==> src/rtl/uart_tx_sched.sv <==
// uart_tx_sched: round-robin merge of two byte sources into a shared TX FIFO,
// drained one frame at a time into a UART transmitter with gap and done-timeout.
module uart_tx_sched #(
  parameter int B    = 8,
  parameter int GAP  = 2,
  parameter int TO_W = 16
) (
  input  logic         clk_i,
  input  logic         reset_i,
  input  logic         enable_i,
  input  logic         s0_valid_i,
  input  logic [B-1:0] s0_data_i,
  output logic         s0_ready_o,
  input  logic         s1_valid_i,
  input  logic [B-1:0] s1_data_i,
  output logic         s1_ready_o,
  output logic         fifo_wr_o,
  output logic [B-1:0] fifo_wr_data_o,
  input  logic         fifo_full_i,
  output logic         fifo_rd_o,
  input  logic [B-1:0] fifo_rd_data_i,
  input  logic         fifo_empty_i,
  output logic         tx_start_o,
  output logic [B-1:0] tx_data_o,
  input  logic         tx_done_i,
  output logic         busy_o,
  output logic         timeout_err_o
);
  typedef enum logic [2:0] {IDLE, LOAD, START, WAIT, GAPS} state_t;
  localparam int GW = GAP > 1 ? $clog2(GAP) : 1;
  state_t          state_q, state_d;
  logic            rr_q, rr_d, grant, wr_allowed, to_hit;
  logic [GW-1:0]   gap_q, gap_d;
  logic [TO_W-1:0] to_q, to_d;
  logic [B-1:0]    tx_data_q, tx_data_d;
  // Writes are held off during LOAD so the FIFO never sees a push and a pop together.
  assign wr_allowed     = ~fifo_full_i & (state_q != LOAD);
  assign grant          = (s0_valid_i & s1_valid_i) ? rr_q : s1_valid_i;
  assign s0_ready_o     = wr_allowed & s0_valid_i & ~grant;
  assign s1_ready_o     = wr_allowed & s1_valid_i & grant;
  assign fifo_wr_o      = s0_ready_o | s1_ready_o;
  assign fifo_wr_data_o = fifo_wr_o ? (grant ? s1_data_i : s0_data_i) : '0;
  assign rr_d           = fifo_wr_o ? ~grant : rr_q;
  // The last WAIT cycle of the timeout window is the one where the counter sits at 2**TO_W-2.
  assign to_hit         = (state_q == WAIT) & ~tx_done_i & (to_q == {{(TO_W-1){1'b1}}, 1'b0});
  assign fifo_rd_o      = state_q == LOAD;
  assign tx_start_o     = state_q == START;
  assign busy_o         = state_q != IDLE;
  assign timeout_err_o  = to_hit;
  assign tx_data_o      = tx_data_q;
  always_comb begin
    state_d   = state_q;
    gap_d     = gap_q;
    to_d      = to_q;
    tx_data_d = tx_data_q;
    case (state_q)
      IDLE:  state_d = (enable_i & ~fifo_empty_i) ? LOAD : IDLE;
      LOAD: begin
        tx_data_d = fifo_rd_data_i;
        state_d   = START;
      end
      START: begin
        to_d    = '0;
        state_d = WAIT;
      end
      WAIT: begin
        to_d    = to_q + 1'b1;
        gap_d   = '0;
        state_d = tx_done_i ? ((GAP == 0) ? IDLE : GAPS) : (to_hit ? IDLE : WAIT);
      end
      GAPS: begin
        gap_d   = gap_q + 1'b1;
        state_d = (int'(gap_q) == GAP - 1) ? IDLE : GAPS;
      end
      default: state_d = IDLE;
    endcase
  end
  always_ff @(posedge clk_i or posedge reset_i) begin
    if (reset_i) begin
      state_q   <= IDLE;
      rr_q      <= 1'b0;
      gap_q     <= '0;
      to_q      <= '0;
      tx_data_q <= '0;
    end else begin
      state_q   <= state_d;
      rr_q      <= rr_d;
      gap_q     <= gap_d;
      to_q      <= to_d;
      tx_data_q <= tx_data_d;
    end
  end
endmodule
==> config.mk <==
export PLATFORM = sky130hd
export DESIGN_NAME = uart_tx_sched
export DESIGN_NICKNAME = d
export VERILOG_FILES = /design/src/rtl/uart_tx_sched.sv
export SDC_FILE = /design/constraint.sdc
export NUM_CORES = 1
export LEC_CHECK = 0
export CAP_MARGIN = 20
export CELL_PAD_IN_SITES_DETAIL_PLACEMENT = 0
export CELL_PAD_IN_SITES_GLOBAL_PLACEMENT = 1
export CORE_ASPECT_RATIO = 0.5
export CORE_UTILIZATION = 46
export DETAILED_ROUTE_END_ITERATION = 10
export DONT_BUFFER_PORTS = 1
export PLACE_DENSITY = 0.76
export SETUP_SLACK_MARGIN = 0.02
export SYNTH_ARGS = -nofsm -noshare
export SYNTH_HDL_FRONTEND = slang
export SYNTH_SLANG_ARGS = --single-unit
==> constraint.sdc <==
create_clock -name clk_i -period 2.2 [get_ports clk_i]
set_input_delay 0.11 -clock clk_i [delete_from_list [all_inputs] [get_ports clk_i]]
set_output_delay 0.11 -clock clk_i [all_outputs]
set_load 0.01 [all_outputs]
# Word level (Yosys, flattened, before mapping)
# Index checks and enable logic that the tools add are counted.
# word_totals
reg_bits	29
latchBits	0
ram_bits	0
mem_bits_ro	0
inputBits	32
output_inout_bits	23
elab_cells	41
memories	0
# classes
addsub	2
mul	0
div	0
n_lt_le_gt_ge	0
eq_ne	6
shifts	0
mux	10
bitwise_logic	14
n_reduce_logical	4
# op_table
operator	n
case mux 16 bit (2 select lines)	1
adder 16 x 1 -> 16 bit (second input constant)	1
equality test 16 bit (second input constant)	1
2-to-1 mux 8 bit	2
case mux 3 bit (5 select lines)	1
AND 1 bit	9
equality test 3 x 2 -> 1 bit (second input constant)	2
2-to-1 mux 3 bit	2
NOT 1 bit	4
nonzero test 2 bit	2
equality test 3 x 1 -> 1 bit (second input constant)	1
equality test 3 bit (second input constant)	1
zero test 3 bit	1
!= test 3 x 1 -> 1 bit (second input constant)	1
nonzero test 3 bit	1
2-to-1 mux 1 bit	2
2-to-1 mux 2 bit	1
case mux 1 bit (2 select lines)	1
adder 1 bit (second input constant)	1
bitwise OR 1 bit	1

# Longest topological paths before layout
# depth
depth_word	6
mapped_depth	6
ltp_nobuf	6

# Least setup slack after synthesis
# No wires, ideal clock.
# synth_timing
kind	register to register
startpoint	register to_q[0]
endpoint	register to_q[14]
setup_time_ns	0.120
arrival_ns	1.449
required_ns	2.080
path_slack_ns	0.630
path_stages_with_launch	6
n_path_buf	0
period_less_slack_ns	1.570
cell_sequence	dfrtp_1 > ha_1 > nand3_1 > nor4_2 > a31oi_1 > a41o_1
# synth_via
elab_chain_cells	2
# synth_lines
item	line	text
from (decl)	34	logic [TO_W-1:0] to_q, to_d;
from (signal assigned)	89	to_q <= to_d;
adder 16 x 1 -> 16 bit	67	to_d = to_q + 1'b1;
case mux 16 bit (2 select lines)	56	case (state_q)
# Every way passes these cells.
# A chain may end at the register's enable or synchronous reset.

# Worst setup path after layout
# layout_timing
startpoint	register to_q[4]
endpoint	output timeout_err_o
# layout_via
elab_chain_cells	2
# layout_lines
item	line	text
equality test 16 bit	45	assign to_hit = (state_q == WAIT) & ~tx_done_i & (to_q == {{(TO_W-1){1'b1}}, 1'b0});
AND 1 bit	45	
to (decl)	27	output logic timeout_err_o
# Every way passes these cells.

==> run_results.csv <==
group,metric,value,unit
run_status,status,"completed",
pwr,power_density,1190,nW/um2
global_route,grt_pass1_vias,1211,
synth,synth_area,1640,um2
synth,syn_inst,170,
final_layout,area_growth,18.4,%
global_route,grt_max_degree,30,
global_route,antenna_found_initial,0,
timing,finalSetupTns,0,ps
place,place.gp.congestion,0.745,
synth,ys_seq_elements,29,
synth,yosysMostFrequentCell,"dfrtp_1",
synth,muxShareOfSynthArea,0.117,
floorplanning,io_pins,55,
final_layout,postLayoutCoreUtil,0.610,
final_layout,fin_nets,219,
worst_setup_path,end_kind,"primary output",
timing,rsz0062_at_grt,"false",
timing,holdWs,23.7,ps
global_route,grt_pass1_wl,5.82,mm
clock_tree,cts_resized,0,
clock_tree,root_buffer,"clkbuf_8",
worst_setup_path,startpoint_type,"register",
timing,fin_crit,1940,ps
synth,synth_area_leaders,"dfrtp_1 44%, mux2_2 6.2%, mux2i_1 5.5%",
worst_setup_path,worst_ep_required_time,2090,ps
pwr,ir_worst_vdd,0.615,mV
synth,synth_compound_area_frac,0.119,
routing,drt-wirelength-per-cell,15.8,um
timing,relSlewSlack,0.647,
synth,synth_ff_type,"dfrtp_1",
synth,ys_seq_area_frac,0.442,
routing,ant_nets,0,
timing,hold_viol_final,0,
synth,yosysTopAreaCell,"dfrtp_1",
timing,worst_pin_slew,526,ps
synth,synthAdderAreaFrac,0.0152,
routing,drt-total-wl,3.71,mm
synth,syn_nets,204,
place,dp_hpwl,2.53,mm
clock_tree,cts_tree,"done",
routing,vias_per_cell,5.53,
floorplanning,die_y,44.2,um
floorplanning,rows,14,
clock_tree,htreeDepth,2,
clock_tree,cts_buffer_depth,2,
clock_tree,cts.sinks,29,
floorplanning,core-area,3190,um2
timing,drv_slew,0,
worst_setup_path,arrival,1830,ps
global_route,overflow,0,
worst_setup_path,rr_worst_depth,5,
clock_tree,clkTransAtPathRegs,60,ps
synth,synth_top_area_share,0.442,
floorplanning,die_area,3830,um2
worst_setup_path,path_class,"register to primary output",
global_route,track_usage,0.209,
synth,synthArstFlopShare,1.00,
timing,fmax,517,MHz
place,port_buffers,0,
timing,fin_skew,5.92,ps
floorplanning,initial_utilization,0.515,
synth,synth_edf_count,0,
synth,synth-xor-area-share,0.0160,
timing,setup_viol,0,
routing,drt_first_pass_iters,4,
clock_tree,post-cts-setup-buffers,0,
synth,yosysWarnings,0,
pwr,p_leak,0.857,nW
synth,synth-simple-area-share,0.242,
clock_tree,cts_buffers,5,
final_layout,diodes,0,
clock_tree,clock_latency,280,ps
routing,num_vias,1295,
routing,drt-initial-drc-count,49,
synth,syn_area_per_cell,9.66,um2
job,cap_violations,0,
worst_setup_path,cp_max_fo,7,
timing,period_share,0.880,
synth,synth.distinct_cells,44,
clock_tree,holdBufCountCts,11,
synth,synth_top_family_by_area,"simple AND/OR/NAND/NOR gates",
floorplanning,die_w,86.5,um
routing,drc,0,
synth,synth_commonest_cells,"29 x dfrtp_1, 16 x nor2_1, 12 x nand2_1",
hold_path,hp-class,"input port to register",
final_layout,layout-drive-gt1-share,0.172,
hold_path,min_delay_path_depth,2,
## through the flow
stage	power [mW]	instance area, um2	setup slack, ps	std cells
2_1_floorplan	1.46	1640	630	170
3_3_place_gp	1.63	1700	542	215
3_5_place_dp	1.65	1700	514	215
4_1_cts	2.33	1940	245	234
5_1_grt	2.44	1940	147	234
6_report	2.31	1940	265	234
## power breakdown
| part | switching [mW] | total [mW] | internal, mW |
|---|---|---|---|
| Clock | 0.205 | 0.655 | 0.450 |
| Sequential | 0.200 | 0.880 | 0.680 |
| Combinational | 0.443 | 0.774 | 0.330 |
## cell type report
cell class / instances / area, um2
Fill cell: 280 / 1240
Tap cell: 48 / 60.1
Sequential cell: 29 / 726
Clock inverter: 3 / 65.1
Timing Repair Buffer: 17 / 155
Inverter: 8 / 30.0
Clock buffer: 5 / 68.8
Multi-Input combinational cell: 124 / 840
## final timing paths
kind | endpoint | from | slack (ps)
worst max-delay path | timeout_err_o | to_q[4]$_DFFE_PP0P_ | 260
worst min-delay path | rr_q$_DFFE_PP0P_ | s0_valid_i | 20
worst max register to register | to_q[14]$_DFFE_PP0P_ | to_q[0]$_DFFE_PP0P_ | 500
worst min register to register | rr_q$_DFFE_PP0P_ | rr_q$_DFFE_PP0P_ | 480
max in group asynchronous | to_q[8]$_DFFE_PP0P_ | reset_i | 1560
min in group asynchronous | to_q[11]$_DFFE_PP0P_ | reset_i | 350
## worst max-delay path, cell delays in order (launching register included)
cell and delay (ps):
dfrtp_1 450, nand3_2 180, or4_1 610, nor3_1 310
## cell families after synthesis
family | after synthesis
simple gates | 69
compound gates | 32
flops | 29
mux | 18
buf+inv | 17
xor+xnor | 3
fa+ha+maj | 2
## metal layers
layer  share of wire  track usage  vias up
met3           0.074       0.0821        4
met5               0            0        -
met4          0.0070       0.0500        0
met2            0.46        0.340       43
li1                -            -      647
met1            0.46        0.268      601
## state kept, by name (all words and copies together) (netlist names)
register and cells:
gap_q 1, rr_q 1, state_q 3, to_q 16, tx_data_o 8
## cell usage in the layout (no fill, tap or decap), types with 6 or more instances in the layout
cell type	Yosys	final
buf_4	1	6
o21ai_0	10	10
mux2i_1	9	9
inv_1	8	8
nand3_1	7	7
a21oi_1	6	6
mux2_2	9	9
dlygate4sd3_1	0	11
nand2_1	12	12
dfrtp_1	29	29
nor2_1	16	16
No activity file was read; power rests on OpenSTA's default activity.
